**src/rtl/rd_port_arbi.sv**
```systemverilog
// rtl/rd_port_arbi.sv - shared memory read-port arbiter/sequencer; optional starve guard via RD_ARBI_STARVE_GUARD_EN
module rd_port_arbi #(
  parameter int ADDR_W = 32,
  parameter int DATA_W = 32
`ifdef RD_ARBI_STARVE_GUARD_EN
  , parameter int STARVE_MAX = 4
`endif
) (
  input  logic              cpu_clk_50M,
  input  logic              cpu_rst_n,
  input  logic              if_req,
  input  logic [ADDR_W-1:0] if_addr,
  input  logic              if_flush,
  output logic              if_rvalid,
  output logic [DATA_W-1:0] if_rdata,
  input  logic              dm_req,
  input  logic [ADDR_W-1:0] dm_addr,
  output logic              dm_rvalid,
  output logic [DATA_W-1:0] dm_rdata,
  output logic              mem_req,
  output logic [ADDR_W-1:0] mem_addr,
  output logic              mem_src,
  input  logic              mem_ack,
  input  logic              mem_rvalid,
  input  logic [DATA_W-1:0] mem_rdata
);

  typedef enum logic [1:0] {S_IDLE, S_REQ, S_WAIT, S_RESP} state_t;

  state_t              r_state;
  logic                r_mem_req;
  logic [ADDR_W-1:0]   r_mem_addr;
  logic                r_mem_src;
  logic                r_kill;
  logic                r_if_rvalid;
  logic                r_dm_rvalid;
  logic [DATA_W-1:0]   r_if_rdata;
  logic [DATA_W-1:0]   r_dm_rdata;

  logic w_if_ok;
  logic w_force_if;
  logic w_grant_dm;
  logic w_grant_if;
  logic w_kill_now;

  // A flushed fetch is not a candidate for a grant in the same cycle.
  assign w_if_ok    = if_req & ~if_flush;
  assign w_grant_dm = dm_req & ~w_force_if;
  assign w_grant_if = ~w_grant_dm & w_if_ok;
  // Kill covers a flush arriving in the very cycle the data comes back.
  assign w_kill_now = r_kill | (if_flush & ~r_mem_src);

`ifdef RD_ARBI_STARVE_GUARD_EN
  localparam logic [2:0] LP_STARVE_MAX = 3'(STARVE_MAX);

  logic [2:0] r_starve;

  assign w_force_if = w_if_ok & (r_starve == LP_STARVE_MAX);

  // Count data grants made over a waiting fetch; saturate rather than wrap.
  always_ff @(posedge cpu_clk_50M or negedge cpu_rst_n) begin
    if (!cpu_rst_n) begin
      r_starve <= 3'd0;
    end else if (r_state == S_IDLE) begin
      if (!if_req || w_grant_if) begin
        r_starve <= 3'd0;
      end else if (w_grant_dm && w_if_ok && (r_starve != 3'd7)) begin
        r_starve <= r_starve + 3'd1;
      end
    end
  end
`else
  assign w_force_if = 1'b0;
`endif

  // Transaction sequencer: grant, port handshake, data capture, one-cycle response.
  always_ff @(posedge cpu_clk_50M or negedge cpu_rst_n) begin
    if (!cpu_rst_n) begin
      r_state     <= S_IDLE;
      r_mem_req   <= 1'b0;
      r_mem_addr  <= '0;
      r_mem_src   <= 1'b0;
      r_kill      <= 1'b0;
      r_if_rvalid <= 1'b0;
      r_dm_rvalid <= 1'b0;
      r_if_rdata  <= '0;
      r_dm_rdata  <= '0;
    end else begin
      r_if_rvalid <= 1'b0;
      r_dm_rvalid <= 1'b0;
      case (r_state)
        S_IDLE: begin
          r_kill <= 1'b0;
          if (w_grant_dm) begin
            r_mem_req  <= 1'b1;
            r_mem_addr <= dm_addr;
            r_mem_src  <= 1'b1;
            r_state    <= S_REQ;
          end else if (w_grant_if) begin
            r_mem_req  <= 1'b1;
            r_mem_addr <= if_addr;
            r_mem_src  <= 1'b0;
            r_state    <= S_REQ;
          end
        end
        S_REQ: begin
          r_kill <= w_kill_now;
          if (mem_ack) begin
            r_mem_req <= 1'b0;
            r_state   <= S_WAIT;
          end
        end
        S_WAIT: begin
          r_kill <= w_kill_now;
          if (mem_rvalid) begin
            r_state <= S_RESP;
            if (!w_kill_now) begin
              if (r_mem_src) begin
                r_dm_rvalid <= 1'b1;
                r_dm_rdata  <= mem_rdata;
              end else begin
                r_if_rvalid <= 1'b1;
                r_if_rdata  <= mem_rdata;
              end
            end
          end
        end
        S_RESP: begin
          r_kill  <= 1'b0;
          r_state <= S_IDLE;
        end
        default: r_state <= S_IDLE;
      endcase
    end
  end

  assign mem_req   = r_mem_req;
  assign mem_addr  = r_mem_addr;
  assign mem_src   = r_mem_src;
  assign if_rvalid = r_if_rvalid;
  assign if_rdata  = r_if_rdata;
  assign dm_rvalid = r_dm_rvalid;
  assign dm_rdata  = r_dm_rdata;

endmodule

```
**config.mk**
```make
export PLATFORM = sky130hd
export DESIGN_NAME = rd_port_arbi
export DESIGN_NICKNAME = d
export VERILOG_FILES = /design/src/rtl/rd_port_arbi.sv
export SDC_FILE = /design/constraint.sdc
export NUM_CORES = 1
export LEC_CHECK = 0
export CAP_MARGIN = 20
export CORE_MARGIN = 5
export CORE_UTILIZATION = 38
export DETAILED_ROUTE_END_ITERATION = 10
export PLACE_DENSITY = 0.77
export SLEW_MARGIN = 20
export SYNTH_ARGS = -nofsm -noshare
export SYNTH_HDL_FRONTEND = slang
export SYNTH_SLANG_ARGS = --single-unit
```
**constraint.sdc**
```tcl
create_clock -name cpu_clk_50M -period 1.6 [get_ports cpu_clk_50M]
set_input_delay 0.4 -clock cpu_clk_50M [delete_from_list [all_inputs] [get_ports cpu_clk_50M]]
set_output_delay 0.4 -clock cpu_clk_50M [all_outputs]
set_load 0.01 [all_outputs]
```
==> results by stage, run 1 <==
Clocking:
- The clock net in this run drives a total of around 100 sinks.
- The root buffer cell is sky130_fd_sc_hd__clkbuf_16.
- The maximum buffer depth of the clock tree is 2.
- The count of H-tree levels built during CTS is 3.
- TritonCTS built the clock tree.
- The clock transition time at the flip-flop clock pins of the worst setup and hold paths is approximately 70 ps.
- The insertion delay of the later-clocked pin in the worst-skew pair is roughly 340 ps.
- The number of clock buffers added by TritonCTS is 9.

Routing:
- The count of unresolved DRC violations after routing is 0.
- The count of routing violations after the opening detailed-route iteration is about 130.
- In the routed layout, each cell is associated on average with a via count of approximately 4.7.
- The number of detailed-routing iterations run before antenna repair is 4.
- For this block, the routed nets add up to between 10000 and 15000 microns of wire.
- The detailed router placed around 3.0k vias in this run.
- The routed wire length per instance is between 15 and 20 microns.
- In this run the remaining antenna-violating nets after routing total 0.

Power:
- Power spread over the standard cell area amounts to roughly 1800 nW/um^2.
- The maximum ir drop on the vdd rail is between 0.0008 and 0.0009 V.
- For this design the static power due to leakage is between 3 and 4 nW.

Layout:
- The post-layout instance area is about 7000 sq um.
- After the last flow step, the layout net total stands at roughly 600.
- The post-layout utilization of the core is 0.602.
- The repair_antennas step left the layout with diodes totalling 0.
- The layout overhead on the synthesized area is 56.1%.
- In the final layout, the share of cells above drive strength 1 is 0.352.

Placement:
- The area of placed instances is about 7000 sq um.
- The setup slack after placement is -369 ps.
- The count of input and output buffers is just over 200.
- Detailed placement finished with a half-perimeter wire length of about 8500 microns.
- At the end of routability-driven placement, the weighted congestion stood at between 0.7 and 0.8.

GRT:
- Entering global routing, the biggest net connects between 100 and 150 pins.
- The number of antenna violations at the first check in global routing is 0.
- The via count of the first global-routing pass is 3326.
- For this run, the total global-route usage over all layers was measured as 0.160.
- The total congestion overflow is 0.
- The first global-routing pass estimated between 15000 and 20000 microns of wire.

Synth:
- The average cell area after synthesis is approximately 17 sq um.
- The synthesized netlist contains 20 unique library cells.
- Of the synthesized area, sequential elements account for 0.559.
- Summing every instance area after synthesis gives roughly 4600 sq um.
- The post-synthesis net count is 378.
- The number of warnings issued by yosys is 0.
- The cell count after synthesis came out at between 200 and 300.
- The register bit total from synthesis is ~100.

Floorplanning:
- The vertical die dimension is 120 microns.
- The number of placement rows is 40.
- In this run the count of I/O pins placed on the die edge is between 200 and 250.
- The die covers 14400 sq um.
- The horizontal die dimension is ~120 microns.
- For this configuration, the core starts out at a cell density of 0.385.
- The core region is ~12000 sq um.

Setup path:
- At the worst endpoint, the required time is 1820 ps.
- The critical path in this run is classified as flip-flop to flip-flop.
- The arrival time at the worst endpoint is about 1800 ps.
- In this run the worst path has a maximum fanout of 3.
- The worst-case register-to-register setup slack is 10 ps.
- The sort of element at the start of the critical path is a flip-flop.
- The worst setup path is captured at a flip-flop.

STA:
- The final worst-path cycle share is 0.991.
- Setup violations remaining at the end of the flow were counted as 0.
- For this run, the top clock speed supported by timing is 630 MHz.
- At the pin with the least slew margin, the transition time is 548 ps.
- The worst max-slew margin expressed relative to the limit is 0.635.
- The setup slack of the critical path after layout is 13.9 ps.
- The shortest clock period the worst path allows after layout is ~1600 ps.
- The clock tree skew after final layout is between 6 and 7 ps.
- The final count of pins violating max slew is 0.
- Setup repair after global routing could not meet its margin everywhere.
- Across all hold checks on the routed design, the worst slack comes to between 100 and 150 ps.
- The number of endpoints with negative hold slack in the final report is 0.

Worst hold path:
- The path category of the worst min-delay check is input port to async pin.

Outcome:
- The run finished with clean final reports.

Flow run:
- The number of max-cap violations is 0.
[where the power goes]
| group | internal (mW) | switching (mW) | total (mW) | leakage, nW |
|---|---|---|---|---|
| logic | 3.46 | 2.21 | 5.67 | 2.14 |
| registers | 3.90 | 0.709 | 4.61 | 1.24 |
| clock network | 1.41 | 0.943 | 2.35 | 0.162 |
| total | 8.77 | 3.86 | 12.6 | 3.54 |
[registers in the layout, indices dropped and copies added, names as in the netlist]
register,count
mem_addr,32
r_kill,1
if_rvalid,1
dm_rvalid,1
r_state,2
if_rdata,32
mem_src,1
dm_rdata,32
mem_req,1
[critical path, cell delays in order (launching register included)]
cell	delay [ps]
sky130_fd_sc_hd__dfrtp_1	430
sky130_fd_sc_hd__inv_2	60
sky130_fd_sc_hd__ha_1	190
sky130_fd_sc_hd__nor2b_1	160
sky130_fd_sc_hd__a311oi_2	280
sky130_fd_sc_hd__mux2_4	340
[kinds of logic after synthesis]
| group | share of synthesized area |
|---|---|
| mux | 0.362 |
| fa+ha+maj | 0.00814 |
| buf+inv | 0.0334 |
| simple gates | 0.0228 |
| compound gates | 0.0141 |
| flops | 0.559 |
[worst paths after layout]
check                                    startpoint                       end  cells past startpoint
setup / recovery             r_state[1]$_DFFE_PN0P_    r_state[1]$_DFFE_PN0P_                      5
hold / removal                            cpu_rst_n  mem_addr[20]$_DFFE_PN0P_                      2
setup reg to reg             r_state[1]$_DFFE_PN0P_    r_state[1]$_DFFE_PN0P_                      5
hold reg to reg            mem_addr[18]$_DFFE_PN0P_  mem_addr[18]$_DFFE_PN0P_                      1
max in group asynchronous                 cpu_rst_n       mem_src$_DFFE_PN0P_                      2
min in group cpu_clk_50M   mem_addr[18]$_DFFE_PN0P_  mem_addr[18]$_DFFE_PN0P_                      1
[metal layers]
layer | routed length (microns) | share of wire | vias to the layer above | track usage
met5 | 0 | 0 | - | 0
met4 | 239 | 0.020 | 0 | 0.0637
met3 | 718 | 0.060 | 15 | 0.0424
met2 | 6180 | 0.52 | 104 | 0.276
met1 | 4750 | 0.40 | 1514 | 0.190
li1 | - | - | 1405 | -
[cell type report]
type | count | area, sq um
clock buffers | 10 | 239
clock inverters | 6 | 83.8
fillers | 981 | 4760
inverters | 5 | 18.8
multi-input cells | 151 | 1910
flip-flops and latches | 103 | 2580
well taps | 147 | 184
repair buffers | 219 | 2180
[Yosys cell counts, drive strengths merged]
cell type | count | area [sq um]
mux2 | 129 | 1670
buf | 13 | 135
o311ai | 1 | 8.76
inv | 5 | 18.8
ha | 3 | 37.5
a22o | 1 | 8.76
nand2b | 1 | 6.26
o32a | 1 | 10.0
nand4b | 2 | 47.6
nor2b | 5 | 33.8
dfrtp | 103 | 2580
a311oi | 1 | 8.76
nor2 | 1 | 6.26
nand2 | 3 | 11.3
o21a | 1 | 7.51
o21ai | 2 | 21.3
[through the flow]
| step | power [mW] | setup TNS, ps | cells |
|---|---|---|---|
| after floorplan | 7.58 | 0 | 272 |
| after global placement | 10.9 | -25690 | 622 |
| after detailed placement | 11.1 | -28230 | 622 |
| after CTS | 12.6 | 0 | 638 |
| after global routing | 13.3 | -22.0 | 641 |
| final | 12.6 | 0 | 641 |
[layout by cell type, fill, tap and decap left out, types with 3 or more instances in the layout]
cell / netlist / routed
sky130_fd_sc_hd__buf_12: 0 / 9
sky130_fd_sc_hd__buf_4: 3 / 5
sky130_fd_sc_hd__clkbuf_16: 0 / 11
sky130_fd_sc_hd__clkdlybuf4s50_1: 0 / 98
sky130_fd_sc_hd__clkinv_2: 0 / 3
sky130_fd_sc_hd__dfrtp_1: 103 / 102
sky130_fd_sc_hd__dlygate4sd2_1: 0 / 100
sky130_fd_sc_hd__dlymetal6s2s_1: 0 / 3
sky130_fd_sc_hd__inv_1: 5 / 3
sky130_fd_sc_hd__mux2_2: 71 / 70
sky130_fd_sc_hd__mux2_4: 58 / 59
sky130_fd_sc_hd__nand2_1: 3 / 3
sky130_fd_sc_hd__nor2b_1: 4 / 4
[what timing repair did]
item / in CTS / in global routing
pin swaps: 0 / 2
hold buffers: 0 / 0
endpoints found under the hold margin: 0 / 0
setup endpoints to repair: 131 / 53
buffers inserted: 0 / 0
gates resized for setup: 103 / 10
gates cloned: 0 / 3
(Power assumes the default switching activity.)
==> inputs of run 2 (changes only) <==
--- a/config.mk
+++ b/config.mk
@@ -5,6 +5,7 @@
 export SDC_FILE = /design/constraint.sdc
 export NUM_CORES = 1
 export LEC_CHECK = 0
+export ABC_CLOCK_PERIOD_IN_PS = 1600
 export CAP_MARGIN = 20
 export CORE_MARGIN = 5
 export CORE_UTILIZATION = 38
==> results of run 2 <==
Same layout as run 1: the final DEF is identical, and so are final timing and power.
==> variant 1 (flow settings as in run 1) <==
Add a define of `RD_ARBI_STARVE_GUARD_EN`.
--- a/src/rtl/rd_port_arbi.sv
+++ b/src/rtl/rd_port_arbi.sv
@@ -1,2 +1,4 @@
 // rtl/rd_port_arbi.sv - shared memory read-port arbiter/sequencer; optional starve guard via RD_ARBI_STARVE_GUARD_EN
+`define RD_ARBI_STARVE_GUARD_EN
+
 module rd_port_arbi #(
Behaviour: no difference found for any inputs over 4 cycles, from zero or initial values and one cycle with cpu_rst_n low; that may be too few to reach the edited logic, so the function may still have changed.
==> variant 1 against run 1 <==
The run now ends with setup timing left; wire length increased by 19%; final area increased by 4.6%; sequential cell count rose by 3; global-route usage rose by 3.3 points; setup slack got worse by 0.18 ns; clock power down 5%; power up 5.4%; worst hold slack better by 0.39 ns; area after synthesis down 2.6%.
==> variant 1: results (changes against run 1) <==
Synthesis
  • Sequential share of the synthesized area: 59.1% (+3.2 points)
  • Mux cell area share after synthesis: 19.0% (-17 points)
  • Synth Area in Adders: 1.67% (+0.86 points)
  • Synth area leaders: dfrtp_1 59%, mux2_4 9.7%, mux2_2 9.3%
  • Yosys cell types: 28 (+40%)
  • Synth top cells by count: 106 x dfrtp_1, 69 x nand2_1, 37 x mux2_2

STA
  • Final setup vio count: 90 (+90)
  • Final WS setup: -0.163 ns (-0.177 ns)
  • Worst-Margin Slew: 0.389 ns (-0.158 ns)

Cells and area
  • Nonclk buf count: 246 (+12%)
  • Filler cell count: 857 (-13%)
  • Sequential cell area share: 35.2% (-0.61 points)
  • Fraction of layout cells with a size suffix above 1: 23.8% (-11 points)
  • Multi-input comb cells: 226 (+50%)
  • Area occupied by multi-input gates: 1780 µm² (-6.7%)

Critical path
  • Worst endpoint data arrival time: 1.98 ns (+0.17 ns)
  • Crit path from: r_state[0]$_DFFE_PN0P_
  • Crit path max-delay cell type: or4_4
  • Critical path fanouts, max: 33 (+30)

Detailed routing
  • DR vias/cell: 4.98 (+5.1%)
  • Routed wl met3: 1.40 mm (+94%)
  • Initial DRC Count: 208 (+55%)
  • Met2 wire len: 6.65 mm (+7.7%)

Placed design
  • Routability congestion estimate: 0.814 (+3.3%)
  • Dpl hpwl: 9.28 mm (+9.1%)

Status
  • Failing checks: setup timing
  • Status: finished with violations

Global routing
  • Largest net degree at the start of global routing: 34 (-67%)
variant 1: per-stage QoR:
step / total power, mW / util [%] / TNS (ns) / instance area (µm²) / setup slack [ns]
after global placement: 10.7 / 59.2 / -34.83 / 6820 / -0.448
after detailed placement: 10.9 / 59.2 / -36.34 / 6820 / -0.470
final: 13.3 / 65.4 / -8.16 / 7530 / -0.163
after CTS: 13.1 / 64.3 / -10.70 / 7410 / -0.204
after floorplan: 7.34 / - / -6.79 / 4520 / -0.182
after global routing: 14.1 / 65.4 / -13.12 / 7530 / -0.197
variant 1: power by group:
group          internal, mW  leakage, nW  switching, mW
registers              3.97         1.27          0.715
clock network          1.23        0.144           1.01
logic                  3.67         2.16           2.72
total                  8.88         3.57           4.44
variant 1: worst min path at each step:
stage	from	depth (start not counted)	end
floorplan	cpu_rst_n	0	dm_rdata[0]$_DFFE_PN0P_
global placement	cpu_rst_n	1	dm_rdata[1]$_DFFE_PN0P_
detailed placement	cpu_rst_n	1	dm_rdata[1]$_DFFE_PN0P_
CTS	dm_rdata[25]$_DFFE_PN0P_	1	dm_rdata[25]$_DFFE_PN0P_
global route	dm_rdata[13]$_DFFE_PN0P_	1	dm_rdata[13]$_DFFE_PN0P_
finish	dm_rdata[16]$_DFFE_PN0P_	1	dm_rdata[16]$_DFFE_PN0P_
variant 1: per-layer routing:
layer  global-route usage [%]  up-vias
li1                         -     1723
met1                     23.7     1782
met2                     30.8      193
met3                     7.31       29
met4                     7.60        0
met5                        0        -
variant 1: repair_timing:
| action | CTS | global route |
|---|---|---|
| buffers inserted | 7 | 6 |
| gates cloned | 8 | 2 |
| setup endpoints to repair | 186 | 102 |
| resized for setup | 126 | 19 |
| pin swaps | 4 | 2 |
| hold buffers | 1 | 0 |
| hold endpoints to repair | 19 | 0 |
==> variant 2 (settings of run 1) <==
Made on the original files. Re-encode `state_t` (4 states) as Gray code, 2 bits wide.
--- a/src/rtl/rd_port_arbi.sv
+++ b/src/rtl/rd_port_arbi.sv
@@ -27,3 +27,3 @@
 
-  typedef enum logic [1:0] {S_IDLE, S_REQ, S_WAIT, S_RESP} state_t;
+  typedef enum logic [1:0] {S_IDLE = 2'b00, S_REQ = 2'b01, S_WAIT = 2'b11, S_RESP = 2'b10} state_t;
 
Behaviour: same outputs for any inputs over 4 cycles, from zero or initial values and one cycle with cpu_rst_n low; so few cycles prove little.
==> variant 2 against run 1 <==
Sequential power down 2%; worst hold slack got worse by 0.098 ns; largest power group unchanged; critical path depth up 1; setup slack improved by 0.025 ns; core utilization up 0.46 points; non-clock buffer count did not move; wire length shrank 6.9%; synthesized cell count down 2.6%; via count down 2.4%; power is 8.3% lower; area after synthesis fell by 4.3%; final area shrank 3.8%; sequential share of layout area is 1.4 points higher; sequential cell count unchanged.
==> variant 2: results (changes against run 1) <==
Status
  • Status: finished clean

Placed design
  • Placed Area: 6740 µm² (-2.3%)
  • Pre-CTS setup slack: -0.386 ns (-0.0175 ns)
  • Placed insts: 612 (-1.6%)
  • Dpl hpwl: 8.55 mm (+0.47%)
  • Routability congestion estimate: 0.756 (-4.0%)

Critical path
  • Critical path fanouts, max: 12 (+9)
  • Worst endpoint data arrival time: 1.78 ns (-0.03 ns)
  • R2R Path End: mem_addr[12]$_DFFE_PN0P_
  • Worst reg-to-reg setup slack: 0.16 ns (+0.15 ns)
  • Crit path max-delay cell type: clkdlybuf4s50_1
  • Max incr delay on CP: 0.51 ns (+0.08 ns)
  • Cell family with most CP delay: buffers and inverters
  • Worst reg-to-reg path cell count: 5 (unchanged)

Detailed routing
  • Drt pass-1 iters: 4 (unchanged)
  • Initial DRC Count: 56 (-58%)
  • DR vias/cell: 4.73 (-0.19%)
  • WL/cell: 17.7 µm (-4.8%)

Global routing
  • Largest net degree at the start of global routing: 28 (-73%)
  • First-pass GRT wire length: 18.3 mm (+1.0%)
  • Tot GR Track Use: 16.1% (+0.071 points)
  • Vias in the first global route: 3440 (+3.4%)

Synthesis
  • Synth Area in Adders: 0% (-0.81 points)
  • Post-synthesis compound-gate area fraction: 0.936% (-0.48 points)
  • Synthesized area per cell: 16.6 µm² (-1.8%)
  • Sequential share of the synthesized area: 58.4% (+2.5 points)
  • Syn_nets: 368 (-2.6%)
  • Mux cell area share after synthesis: 36.2% (about the same)
  • FFs w/ async S/R, synth: 100% (unchanged)
  • Synth area leaders: dfrtp_1 58%, mux2_2 22%, mux2_4 14%
  • Yosys cell types: 17 (-15%)
  • Synth top cells by count: 103 x dfrtp_1, 86 x mux2_2, 42 x mux2_4

Cells and area
  • Filler cell count: 939 (-4.3%)
  • Fraction of layout cells with a size suffix above 1: 33.5% (-1.8 points)
  • Final net count: 585 (-1.7%)
  • Non-Filler Instances: 627 (-2.2%)

STA
  • Worst-Margin Slew: 0.436 ns (-0.112 ns)
  • Hold_ws: 0.00816 ns (-0.0979 ns)
  • Fin Clk Skew: 0.00396 ns (-0.00220 ns)

Pwr
  • Sw frac: 30.4% (-0.14 points)
  • Worst vdd ir: 0.925 mV (+14%)
  • Logic gate share of total power: 44.2% (-0.7 points)
  • Clock network power share: 16.5% (-2.1 points)
  • Leakage power: 3.37 nW (-4.7%)
  • Pwr Total: 11.6 mW (-8.3%)

Clocking
  • Clock Tree Buf Depth: 2 (unchanged)
  • Clk Latency, worst-skew pair: ~0.33 ns
## variant 2: cell count changes after synthesis, moves of 3 or more
cell,change
ha_1,-3
mux2_4,-16
buf_2,+4
mux2_2,+15
buf_6,-4
nor2_1,+5
nor2b_1,-3
## variant 2: per-layer routing
layer  GRT usage (%)  up-vias  share of wire [%]
li1                -     1363                  -
met1            19.6     1462                 41
met2            26.7      131                 49
met3            5.96       10                8.6
met4            4.66        0                1.4
met5               0        -                  0
## variant 2: how the worst max path moves through the flow
stage / start / slack [ns] / to
after global routing: if_flush / 0.003 / mem_addr[10]$_DFFE_PN0P_
final: if_flush / 0.04 / mem_addr[12]$_DFFE_PN0P_
after global placement: dm_req / -0.34 / mem_addr[12]$_DFFE_PN0P_
after floorplan: dm_req / 0.11 / mem_addr[10]$_DFFE_PN0P_
after detailed placement: dm_req / -0.39 / mem_addr[12]$_DFFE_PN0P_
after CTS: if_rvalid$_DFF_PN0_ / 0.0007 / if_rvalid
## variant 2: final cells by class
| cell class | count | area (µm²) | area share (%) |
|---|---|---|---|
| Sequential cell | 103 | 2580 | 37.2 |
| Clock buffer | 11 | 243 | 3.51 |
| Inverter | 4 | 15.0 | 0.217 |
| Multi-Input combinational cell | 145 | 1720 | 24.8 |
| Timing Repair Buffer | 219 | 2180 | 31.5 |
| Tap cell | 143 | 179 | 2.58 |
| Clock inverter | 2 | 10.0 | 0.145 |
## variant 2: timing repair
action / 4_1_cts / 5_1_grt
hold buffers: 0 / 0
buffers inserted: 1 / 0
pin swaps: 1 / 1
gates cloned: 1 / 0
setup endpoints to repair: 131 / 22
resized for setup: 102 / 1
## variant 2: worst register-to-register path, cell delays in order (launching register included)
cell     delay (ns)
dfrtp_1        0.42
nor2_1         0.25
o21ai_4        0.11
buf_12         0.14
buf_12         0.14
mux2_2         0.27
